`src/rtl/npu_cnt_pkg.sv`:
```
// npu_cnt_pkg: shared state encoding, compressor count-word weights and weighted decode helper
package npu_cnt_pkg;
    typedef enum logic {ACCUM, HOLD} cnt_state_t;
    localparam int W_SUM   = 1;
    localparam int W_CARRY = 2;
    localparam int W_COUT  = 4;
    function automatic logic [2:0] cnt_value(input logic cout, input logic carry, input logic sum);
        return 3'(W_COUT * int'(cout) + W_CARRY * int'(carry) + W_SUM * int'(sum));
    endfunction
endpackage

```
`src/rtl/cnt_word_decode.sv`:
```
// cnt_word_decode: combinational weighted decode of a {cout, carry, sum} count word
//   cout, carry, sum : compressor output bits (weights 4, 2, 1)
//   value            : 3-bit binary value 0..7
module cnt_word_decode
    import npu_cnt_pkg::*;
(
    input  logic       cout,
    input  logic       carry,
    input  logic       sum,
    output logic [2:0] value
);
    assign value = cnt_value(cout, carry, sum);
endmodule

```
`src/rtl/popcount_accumulator.sv`:
```
// popcount_accumulator: sums a frame of up to BEATS compressor count words into one registered total
//   clk, reset                  : clock, async active-high reset
//   in_valid/in_ready           : input handshake, word = {in_cout, in_carry, in_sum}
//   in_last                     : closes the frame early
//   out_valid/out_ready         : output handshake
//   out_total, out_beats        : frame total and number of words in the frame
module popcount_accumulator
    import npu_cnt_pkg::*;
#(
    parameter int BEATS = 8,
    parameter int ACC_W = 6,
    parameter int CNT_W = 4
) (
    input  logic             clk,
    input  logic             reset,
    input  logic             in_valid,
    output logic             in_ready,
    input  logic             in_cout,
    input  logic             in_carry,
    input  logic             in_sum,
    input  logic             in_last,
    output logic             out_valid,
    input  logic             out_ready,
    output logic [ACC_W-1:0] out_total,
    output logic [CNT_W-1:0] out_beats
);
    cnt_state_t       state, state_nxt;
    logic             armed;
    logic [2:0]       v;
    logic [ACC_W-1:0] acc, acc_sum;
    logic [CNT_W-1:0] beat_cnt;
    logic             accept, final_beat;

    cnt_word_decode u_dec (
        .cout  (in_cout),
        .carry (in_carry),
        .sum   (in_sum),
        .value (v)
    );

    // armed keeps in_ready low while reset is held and until the first clock after release
    assign in_ready   = armed && state == ACCUM;
    assign out_valid  = state == HOLD;
    assign accept     = in_valid && in_ready;
    assign final_beat = in_last || beat_cnt == CNT_W'(BEATS - 1);
    assign acc_sum    = acc + ACC_W'(v);

    always_comb begin
        state_nxt = state;
        state_nxt = (state == ACCUM) ? ((accept && final_beat) ? HOLD : ACCUM)
                                     : (out_ready ? ACCUM : HOLD);
    end

    always_ff @(posedge clk or posedge reset) begin
        if (reset) begin
            state <= ACCUM;
            armed <= 1'b0;
        end else begin
            state <= state_nxt;
            armed <= 1'b1;
        end
    end

    always_ff @(posedge clk or posedge reset) begin
        if (reset) begin
            acc       <= '0;
            beat_cnt  <= '0;
            out_total <= '0;
            out_beats <= '0;
        end else if (accept) begin
            if (final_beat) begin
                out_total <= acc_sum;
                out_beats <= beat_cnt + CNT_W'(1);
                acc       <= '0;
                beat_cnt  <= '0;
            end else begin
                acc      <= acc_sum;
                beat_cnt <= beat_cnt + CNT_W'(1);
            end
        end
    end
endmodule

```
`config.mk`:
```
export PLATFORM = sky130hd
export DESIGN_NAME = popcount_accumulator
export DESIGN_NICKNAME = d
export VERILOG_FILES = /design/src/rtl/npu_cnt_pkg.sv /design/src/rtl/cnt_word_decode.sv /design/src/rtl/popcount_accumulator.sv
export SDC_FILE = /design/constraint.sdc
export NUM_CORES = 1
export LEC_CHECK = 0
export ABC_AREA = 0
export BUFFER_PORTS_ARGS = -buffer_cell sky130_fd_sc_hd__buf_2
export CORE_MARGIN = 4
export CORE_UTILIZATION = 24
export DETAILED_ROUTE_END_ITERATION = 12
export GPL_TIMING_DRIVEN = 0
export HOLD_SLACK_MARGIN = 0.05
export PLACE_DENSITY = 0.42
export SLEW_MARGIN = 40
export SYNTH_ARGS = -nofsm -noshare
export SYNTH_HDL_FRONTEND = slang
export SYNTH_HIERARCHICAL = 1
export SYNTH_SLANG_ARGS = --single-unit
```
`constraint.sdc`:
```
create_clock -name clk -period 2.8 [get_ports clk]
set_input_delay 0.42 -clock clk [delete_from_list [all_inputs] [get_ports clk]]
set_output_delay 0.42 -clock clk [all_outputs]
set_load 0.1 [all_outputs]
```
* After elaboration in Yosys (flattened, before gate mapping)
Index checks and enable logic that the tools add are counted.
** Storage, ports and cells
- Word-level logic and storage cells :: 22
- Input port bits :: 8
- Bits in registers :: 22
- Output and inout bits :: 12
** Operators by class
- Mux-type cells :: 5
- Reduce and logical (&&, ||, !) cells :: 5
- Equal/unequal tests :: 1
- Bitwise operators :: 1
- Add/subtract/negate cells :: 4
** Operator list (number)
- adder 3 x 2 -> 3 bit :: 2
- adder 6 x 3 -> 6 bit :: 1
- 2-to-1 mux 6 bit :: 1
- adder 4 x 1 -> 4 bit (second input constant) :: 1
- equality test 4 x 3 -> 1 bit (second input constant) :: 1
- 2-to-1 mux 4 bit :: 1
- logical AND 1 bit :: 3
- 2-to-1 mux 1 bit :: 3
- AND reduction 2 bit :: 1
- logical OR 1 bit :: 1
- NOT 1 bit :: 1

* Logic depth before layout (Yosys ltp)
Gate-level depths: netlist of run 1.
- Depth after elaboration :: 6
- Gate-level depth with buffers :: 7
- Mapped depth without buffers :: 6

* Cells and area by module
The synthesis of run 1 kept the hierarchy.
** Modules (own cells, without submodules)
- popcount_accumulator :: seq. area each 550.5 µm², times used 1, area each 1048.5 µm², cells each 98
- cnt_word_decode :: seq. area each 0.0 µm², times used 1, area each 22.5 µm², cells each 3

* Worst setup path before layout of run 1
Ideal clock, no wire load.
- Path type :: register to register
- From :: register state, in the netlist out_valid
- To :: register acc[3]
- Library setup time :: 0.121 ns
- Data required time :: 2.679 ns
- Cell stages (with the launch flop) :: 5
- Path buffers :: 0
- Arrival time :: 3.170 ns
- Clock period less this slack :: 3.291 ns
- Path slack :: -0.491 ns
- Cell sequence :: dfrtp_1 -> nor2b_1 -> nand2_1 -> a21o_1 -> a22o_1
** On the way
- Word-level cells in the longest chain between the ends :: 3
** RTL lines
- start: declaration :: RTL line popcount_accumulator.sv:27 : cnt_state_t state, state_nxt;
- start signal: assignment :: RTL line popcount_accumulator.sv:59 : state <= state_nxt;
- NOT 1 bit
- logical AND 1 bit :: RTL line popcount_accumulator.sv:42 : assign in_ready = armed && state == ACCUM;
- via in_ready :: RTL line popcount_accumulator.sv:17 : output logic in_ready,
- logical AND 1 bit :: RTL line popcount_accumulator.sv:44 : assign accept = in_valid && in_ready;
- end signal: assignment :: RTL line popcount_accumulator.sv:77 : acc <= acc_sum;
- end: declaration :: RTL line popcount_accumulator.sv:30 : logic [ACC_W-1:0] acc, acc_sum;
The timed path passes the listed nets, and every way through them passes these cells.
A chain may end at the register's enable or synchronous reset.

* Final worst setup path of run 1
- From :: register acc[1]
- To :: register acc[3]
** On the way
- Word-level cells in the longest chain between the ends :: 2
** RTL lines
- adder 6 x 3 -> 6 bit :: RTL line popcount_accumulator.sv:46 : assign acc_sum = acc + ACC_W'(v);
- 2-to-1 mux 6 bit :: RTL line popcount_accumulator.sv:71 : if (final_beat) begin
Every way passes these cells.

==> flow_metrics.py, run 1 <==
metrics = {
    "drt": {
        "first_iter_violations": 18,
        "vias_per_cell": 4.46,
        "drt_pass1_iterations": 4,
        "ant_nets": 0,
        "via_count": 772,
        "route.detailed.drc": 0,
        "wl_per_cell_um": 12.7,
        "wirelength_mm": 2.20,
    },
    "synthesis": {
        "yosysSeqAreaShare": 0.514,
        "ys_ff_latch": 22,
        "yosysUniqueCellTypes": 30,
        "syn_nets": 114,
        "synth_area_leaders": "dfrtp_1, nand2_1, o21ai_0",
        "syn_inst": 101,
        "avgSynthCellArea_sq_um": 10.6,
        "netlist_area_sq_mm": 0.00107,
        "yosys_warnings": 6,
        "yosysTopAreaCellShare": 0.514,
        "yosysTopAreaCell": "dfrtp_1",
    },
    "clock_network": {
        "cts_setup_buffers": 0,
        "cts_tree": "yes",
        "cts_sinks": 22,
        "root_buffer": "clkbuf_8",
        "clk_latency_ps": 260,
        "cts_resized": 0,
        "numCtsBuffers": 3,
        "clk_pin_slew_ps": 80,
        "cts_buffer_depth": 2,
        "ctsHoldBuffers": 0,
        "htree_num_levels": 1,
    },
    "global_route": {
        "grt_pass1_wl_mm": 3.93,
        "grt_overflow": 0,
        "grt_pass1_vias": 813,
        "antenna_found_initial": 0,
        "grt_start_max_net_pins": 23,
        "track_usage": 0.0944,
    },
    "layout": {
        "areaGrowthSynthToFinish_pct": 18.9,
        "fin_util": 0.295,
        "insertedDiodeCount": 0,
        "fill_cells": 488,
        "fin_nets": 135,
        "final_layout_size_suffix_gt1_frac": 0.281,
    },
    "pwr": {
        "ir_drop_mv": 0.466,
        "power.density_mw_per_mm2": 950,
        "leakage_nw": 0.607,
        "power_w": 0.00121,
    },
    "timing": {
        "setup_tns_ps": 0,
        "fin_skew_ps": 2.16,
        "post-route-period-util": 0.622,
        "grt_setup_unrepaired": "no",
        "slew_violations": 0,
        "max_freq_ghz": 0.574,
        "hold_violations": 0,
        "setup_viol": 0,
        "hold_slack_ps": 161,
        "post-route-min-period_ps": 1740,
    },
    "run": {
        "maxCapViolCount": 0,
    },
    "critical_path": {
        "r2r_cells": 5,
        "crit_arrival_ps": 1900,
        "crit_path_start_kind": "flip-flop",
        "crit_fanout": 3,
        "cp-end-kind": "flip-flop",
        "worstSetupPathType": "reg2reg",
        "critPathRequiredTime_ps": 2950,
    },
    "floorplan": {
        "dieWidth_um": 74.8,
        "die_h_um": 74.8,
        "row_count": 24,
        "initial_utilization": 0.248,
        "core_area_sq_mm": 0.00432,
        "die_area_sq_mm": 0.00560,
        "ios": 20,
    },
    "min_path": {
        "hold_class": "in2async",
    },
    "place": {
        "numPortBuffers": 16,
        "routabilityCongestion": 0.735,
        "dp_hpwl_mm": 1.60,
    },
    "run_status": {
        "run_status": "finished, final reports clean",
    },
}
Yosys cell counts:
library cell,instances
buf_4,4
o211ai_1,1
o31ai_1,1
nand2_1,19
a22o_1,2
a211oi_1,1
o21bai_1,1
a21o_1,1
xnor2_1,4
o21ai_4,1
fa_1,1
nor3_1,1
mux2_2,3
nor2_2,1
buf_6,1
nor2b_1,2
nand3_1,4
o21ai_0,12
ha_1,4
and3b_1,1
a21oi_1,1
o21ai_1,1
dfrtp_1,22
xor2_1,2
a32o_1,1
and3b_4,1
nor2_1,4
or2_4,1
conb_1,1
inv_1,2
worst max-delay path, cell delays in order (launching register included):
cell	delay, ps
dfrtp_1	410
ha_1	280
a211oi_1	400
o21bai_1	250
nor2_1	70
a22o_1	210
path summary, 6_finish.rpt:
path / startpoint / end / slack, ps
setup / recovery: acc[1]$_DFFE_PP0N_ / acc[3]$_DFFE_PP0N_ / 1060
hold / removal: reset / out_beats[2]$_DFFE_PP0P_ / 160
setup reg to reg: acc[1]$_DFFE_PP0N_ / acc[3]$_DFFE_PP0N_ / 1060
min in group clk: out_ready / out_valid$_DFF_PP0_ / 330
max in group asynchronous: reset / acc[0]$_DFFE_PP0N_ / 2320
hold reg to reg: out_total[4]$_DFFE_PP0P_ / out_total[4]$_DFFE_PP0P_ / 480
cell type report:
class,count,area [sq um],area share
Sequential cell,22,551,0.432
Multi-Input combinational cell,72,474,0.372
Timing Repair Buffer,16,80.1,0.0629
Tap cell,52,65.1,0.0511
Clock buffer,4,55.1,0.0432
Buffer,5,41.3,0.0324
Inverter,2,7.51,0.00589
placed cells by master (no fill, tap or decap), types with 2 or more instances in the layout:
cell type / n
nand3_1: 4
buf_2: 16
o21ai_0: 12
clkbuf_8: 4
a22o_1: 2
nor2_1: 4
mux2_2: 3
buf_4: 4
xnor2_1: 4
ha_1: 4
xor2_1: 2
nand2_1: 19
dfrtp_1: 22
routing by layer:
metal / up-vias / GRT usage / routed length, um
met5: - / 0 / 0
met4: 0 / 0.0336 / 29
met3: 4 / 0.0387 / 143
met2: 22 / 0.134 / 939
met1: 361 / 0.129 / 1080
li1: 385 / - / -
flip-flops by register name, indices dropped and copies added (netlist names):
| signal | count |
|---|---|
| acc | 6 |
| out_total | 6 |
| beat_cnt | 4 |
| out_beats | 4 |
| armed | 1 |
| out_valid | 1 |
kinds of logic (layout without fill, tap and decap cells):
logic type | count (synthesis) | in the layout | share of synthesized area
other cells | 1 | 1 | 0.00350
simple gates | 34 | 34 | 0.150
compound gates | 23 | 23 | 0.141
flops | 22 | 22 | 0.514
fa+ha+maj | 5 | 5 | 0.0654
xor+xnor | 6 | 6 | 0.0491
mux | 3 | 3 | 0.0315
buf+inv | 7 | 27 | 0.0456
power breakdown:
group / internal, W / total [W] / switching, W
combinational: 0.000111 / 0.000555 / 0.000444
sequential: 0.000386 / 0.000430 / 0.0000442
clock: 0.000125 / 0.000226 / 0.000101
per-stage QoR:
step                      cell area, sq um  std cells  worst slack (ps)
after global placement                1220        169               957
after global routing                  1270        173               903
after CTS                             1270        173              1080
final                                 1270        173              1060
after floorplan                       1070        101               182
after detailed placement              1220        169               941
Power figures use the tool's default switching activity.
==> inputs of run 2 (changes only) <==
Settings changed: PLACE_DENSITY 0.42 to 0.43.
Clock period 2.8 ns to 1.51 ns, I/O delays scaled along.
==> flow_metrics.py, run 2 (synthesis gave the netlist of run 1 again) <==
metrics = {
    "run_status": {
        "run_status": "finished with violations",
        "violations": "setup timing",
    },
    "drt": {
        "vias_per_cell": 4.47,
        "first_iter_violations": 17,
        "wl_per_cell_um": 13.1,
        "route.detailed.drc": 0,
        "via_count": 814,
        "wirelength_mm": 2.38,
        "ant_nets": 0,
        "drt_pass1_iterations": 4,
    },
    "global_route": {
        "grt_overflow": 0,
        "grt_pass1_wl_mm": 3.99,
        "track_usage": 0.0957,
        "antenna_found_initial": 0,
        "grt_start_max_net_pins": 23,
        "grt_pass1_vias": 814,
    },
    "clock_network": {
        "htree_num_levels": 1,
        "numCtsBuffers": 3,
        "cts_buffer_depth": 2,
        "clk_pin_slew_ps": 90,
        "cts_sinks": 22,
        "cts_tree": "yes",
        "root_buffer": "clkbuf_8",
        "clk_latency_ps": 270,
    },
    "floorplan": {
        "core_area_sq_mm": 0.00432,
        "dieWidth_um": 74.8,
        "initial_utilization": 0.248,
        "die_h_um": 74.8,
        "row_count": 24,
        "ios": 20,
        "die_area_sq_mm": 0.00560,
    },
    "min_path": {
        "hold_class": "in2reg",
    },
    "place": {
        "place_ws_ps": -142,
        "post-place-cells": 169,
        "dp_hpwl_mm": 1.65,
        "routabilityCongestion": 0.730,
        "numPortBuffers": 16,
    },
    "timing": {
        "hold_violations": 0,
        "finalWorstSetupSlack_ps": -41.3,
        "setup_viol": 2,
        "grt_setup_unrepaired": "yes",
        "fin_skew_ps": 4.49,
        "slew_violations": 0,
        "post-route-min-period_ps": 1550,
        "max_freq_ghz": 0.645,
        "post-route-period-util": 1.03,
    },
    "layout": {
        "areaGrowthSynthToFinish_pct": 36.1,
        "fin_nets": 144,
        "final_layout_size_suffix_gt1_frac": 0.423,
        "finalNonFillerCells": 182,
        "insertedDiodeCount": 0,
        "layout_commonest_cell": "dfrtp_1",
        "layout_common_cells": "dfrtp_1, nand2_1, buf_2",
        "top_regs": "acc: 6 flops, out_total: 6 flops",
    },
    "critical_path": {
        "worstSetupPathType": "reg2reg",
        "crit_fanout": 2,
        "crit_arrival_ps": 1710,
        "crit_path_start_kind": "flip-flop",
        "cp-end-kind": "flip-flop",
        "critPathRequiredTime_ps": 1670,
    },
    "run": {
        "maxCapViolCount": 0,
    },
    "pwr": {
        "ir_drop_mv": 1.04,
        "power.density_mw_per_mm2": 1700,
        "leakage_nw": 0.672,
    },
}
run 2: changes by cell type in the layout (fill, tap and decap cells not counted), moves of 3 or more:
| cell | before | now |
|---|---|---|
| ha_1 | 4 | 0 |
| ha_4 | 0 | 3 |
| o21ai_0 | 12 | 9 |
| mux2_2 | 3 | 0 |
| o21ai_1 | 1 | 4 |
| buf_4 | 4 | 11 |
| mux2_4 | 0 | 3 |
run 2: final timing paths:
kind	endpoint	slack (ps)	cells past startpoint	start
max	acc[4]$_DFFE_PP0N_	-40	6	acc[0]$_DFFE_PP0N_
min	out_valid$_DFF_PP0_	120	2	out_ready
max reg2reg	acc[4]$_DFFE_PP0N_	-40	6	acc[0]$_DFFE_PP0N_
min reg2reg	out_beats[2]$_DFFE_PP0P_	480	2	out_beats[2]$_DFFE_PP0P_
max in group asynchronous	out_valid$_DFF_PP0_	620	3	reset
min in group asynchronous	out_total[4]$_DFFE_PP0P_	520	3	reset
run 2: cell type report:
class / instances / area (sq um)
multi-input cells: 72 / 573
repair buffers: 25 / 156
fillers: 465 / 2870
flip-flops and latches: 22 / 556
plain buffers: 5 / 45.0
clock buffers: 4 / 55.1
well taps: 52 / 65.1
inverters: 2 / 7.51
run 2: report_power, final:
group	internal (W)	switching, W	total [W]
clock network	0.000233	0.000212	0.000445
logic	0.000344	0.000877	0.00122
registers	0.000718	0.0000885	0.000806
run 2: per-layer routing:
| layer | GRT usage | routed length (um) | vias to the layer above |
|---|---|---|---|
| met5 | 0 | 0 | - |
| met4 | 0.0534 | 59 | 0 |
| met3 | 0.0174 | 91 | 5 |
| met2 | 0.144 | 1090 | 22 |
| met1 | 0.129 | 1140 | 387 |
| li1 | - | - | 400 |
run 2: critical path: stages, from the launching register on:
cell,delay (ps)
dfrtp_1,420
ha_4,180
fa_2,360
a21oi_2,140
nor2b_1,60
xnor2_1,190
o21ai_1,90
run 2: metrics by stage:
| stage | TNS [ps] | total power [W] | hold WS (ps) | instance area (sq um) | utilization |
|---|---|---|---|---|---|
| floorplan | -1240 | 0.00171 | 216 | 1110 | - |
| global placement | -1190 | 0.00188 | 404 | 1260 | 0.291 |
| detailed placement | -1340 | 0.00189 | 288 | 1260 | 0.291 |
| CTS | -163 | 0.00244 | 121 | 1420 | 0.328 |
| global route | -533 | 0.00259 | 125 | 1460 | 0.337 |
| finish | -81.6 | 0.00247 | 121 | 1460 | 0.337 |
run 2: what timing repair did:
item                                    CTS  global route
hold buffers                              1             0
endpoints found under the hold margin    22             0
cloned                                    0             0
endpoints found under the setup margin   18            14
setup buffers                             5             3
resized for setup                        13             5
pin swaps                                 5             6
==> inputs of run 3 (changes only) <==
==> constraint.sdc (replaced) <==
create_clock -name clk -period 1.51 [get_ports clk]
set_input_delay 0.3775 -clock clk [delete_from_list [all_inputs] [get_ports clk]]
set_output_delay 0.3775 -clock clk [all_outputs]
set_load 0.1 [all_outputs]
==> flow_metrics.py, run 3 (synthesis gave the netlist of run 1 again) <==
metrics = {
    "layout": {
        "top_regs": "acc: 6 flops, out_total: 6 flops",
        "fin_util": 0.360,
        "insertedDiodeCount": 0,
        "final_layout_size_suffix_gt1_frac": 0.474,
        "layout_commonest_cell": "dfrtp_1",
        "finalNonFillerCells": 189,
        "fill_cells": 466,
        "areaGrowthSynthToFinish_pct": 45.4,
        "fin_nets": 151,
        "design_area_sq_mm": 0.00156,
        "layout_common_cells": "dfrtp_1, nand2_1, buf_4",
    },
    "critical_path": {
        "critPathRequiredTime_ps": 1660,
        "crit_path_cell_trace": "ha_2 > and3b_4 > o21ai_4 > buf_12 > mux2_4",
        "worstSetupPathType": "reg2reg",
        "cp-end-kind": "flip-flop",
        "critPathTopFamily": "flip-flops",
        "slowest_delay_ps": 410,
        "r2r-start": "beat_cnt[1]$_DFFE_PP0N_",
        "path_buf_inv": 1,
        "cp_slowest_cell": "dfrtp_1",
        "crit_path_start_kind": "flip-flop",
        "crit_start": "beat_cnt[1]$_DFFE_PP0N_",
        "crit_fanout": 5,
        "crit_arrival_ps": 1710,
    },
    "timing": {
        "slew_violations": 0,
        "hold_violations": 0,
        "setup_viol": 8,
        "max_freq_ghz": 0.641,
        "grt_setup_unrepaired": "yes",
        "setup_tns_ps": -263,
        "finalWorstSetupSlack_ps": -51.2,
        "fin_skew_ps": 4.81,
        "post-route-min-period_ps": 1560,
        "post-route-period-util": 1.03,
    },
    "global_route": {
        "grt_pass1_vias": 853,
        "track_usage": 0.0932,
        "antenna_found_initial": 0,
        "grt_pass1_wl_mm": 3.98,
        "grt_overflow": 0,
        "grt_start_max_net_pins": 23,
    },
    "pwr": {
        "power_w": 0.00243,
        "ir_drop_mv": 0.945,
        "leakage_nw": 0.746,
        "power.density_mw_per_mm2": 1560,
    },
    "drt": {
        "wirelength_mm": 2.48,
        "ant_nets": 0,
        "wl_per_cell_um": 13.1,
        "route.detailed.drc": 0,
        "vias_per_cell": 4.44,
        "via_count": 839,
        "first_iter_violations": 9,
        "drt_pass1_iterations": 4,
    },
    "clock_network": {
        "cts_buffer_depth": 2,
        "numCtsBuffers": 3,
        "clk_pin_slew_ps": 80,
        "clk_latency_ps": 260,
        "ctsHoldBuffers": 0,
        "root_buffer": "clkbuf_8",
        "cts_sinks": 22,
        "cts_tree": "yes",
        "htree_num_levels": 1,
    },
    "floorplan": {
        "row_count": 24,
        "core_area_sq_mm": 0.00432,
        "die_area_sq_mm": 0.00560,
        "dieWidth_um": 74.8,
        "initial_utilization": 0.248,
        "ios": 20,
        "die_h_um": 74.8,
    },
    "run_status": {
        "violations": "setup timing",
        "run_status": "finished with violations",
    },
    "min_path": {
        "hold_class": "in2async",
    },
    "place": {
        "numPortBuffers": 16,
        "dp_hpwl_mm": 1.67,
        "placed_area_sq_mm": 0.00128,
        "routabilityCongestion": 0.744,
        "post-place-cells": 169,
    },
    "run": {
        "maxCapViolCount": 0,
    },
}
==> run 3: cell count changes in the layout (fill, tap and decap cells not counted), sizes merged <==
cell         previous run  this run
dlygate4sd3             1         0
buf                    29        35
clkbuf                  4         6
==> run 3: repair_timing <==
action                     4_1_cts  5_1_grt
setup buffers                    6        8
pin swaps                        5        3
setup endpoints to repair       18       16
cloned                           0        2
gates resized for setup          8       13
==> run 3: final cells by class <==
cell class / count / area, sq um / share of cell area
Tap cell: 52 / 65.1 / 0.0418
Buffer: 5 / 52.6 / 0.0337
Inverter: 2 / 7.51 / 0.00482
Timing Repair Buffer: 32 / 269 / 0.173
Multi-Input combinational cell: 72 / 554 / 0.356
Clock buffer: 4 / 55.1 / 0.0353
Sequential cell: 22 / 554 / 0.356
==> run 3: stage by stage <==
stage / setup slack, ps / hold slack, ps
after floorplan: -293 / 367
final: -51.2 / 120
after global routing: -119 / 167
after detailed placement: -220 / 438
after global placement: -191 / 459
after CTS: -61.7 / 148
==> run 3: path summary, 6_finish.rpt <==
| path | endpoint | slack (ps) | cells past startpoint |
|---|---|---|---|
| max | out_beats[1]$_DFFE_PP0P_ | -50 | 5 |
| min | armed$_DFF_PP0_ | 120 | 2 |
| max reg2reg | out_beats[1]$_DFFE_PP0P_ | -50 | 5 |
| min reg2reg | out_total[3]$_DFFE_PP0P_ | 470 | 2 |
| max in group asynchronous | out_valid$_DFF_PP0_ | 1030 | 2 |
| min in group clk | out_valid$_DFF_PP0_ | 260 | 2 |
==> run 3: where the power goes <==
group          total (W)  leakage (nW)  switching (W)  internal [W]
logic            0.00120         0.430       0.000868      0.000333
registers       0.000802         0.287      0.0000852      0.000716
clock network   0.000430        0.0288       0.000197      0.000232
==> run 3: layer usage <==
metal,wire length [um],part of all wire,vias to the layer above,global-route usage
met1,1110,0.45,405,0.116
li1,-,-,415,-
met5,0,0,-,0
met2,1240,0.50,15,0.161
met4,21,0.0085,0,0.0237
met3,106,0.043,4,0.0240
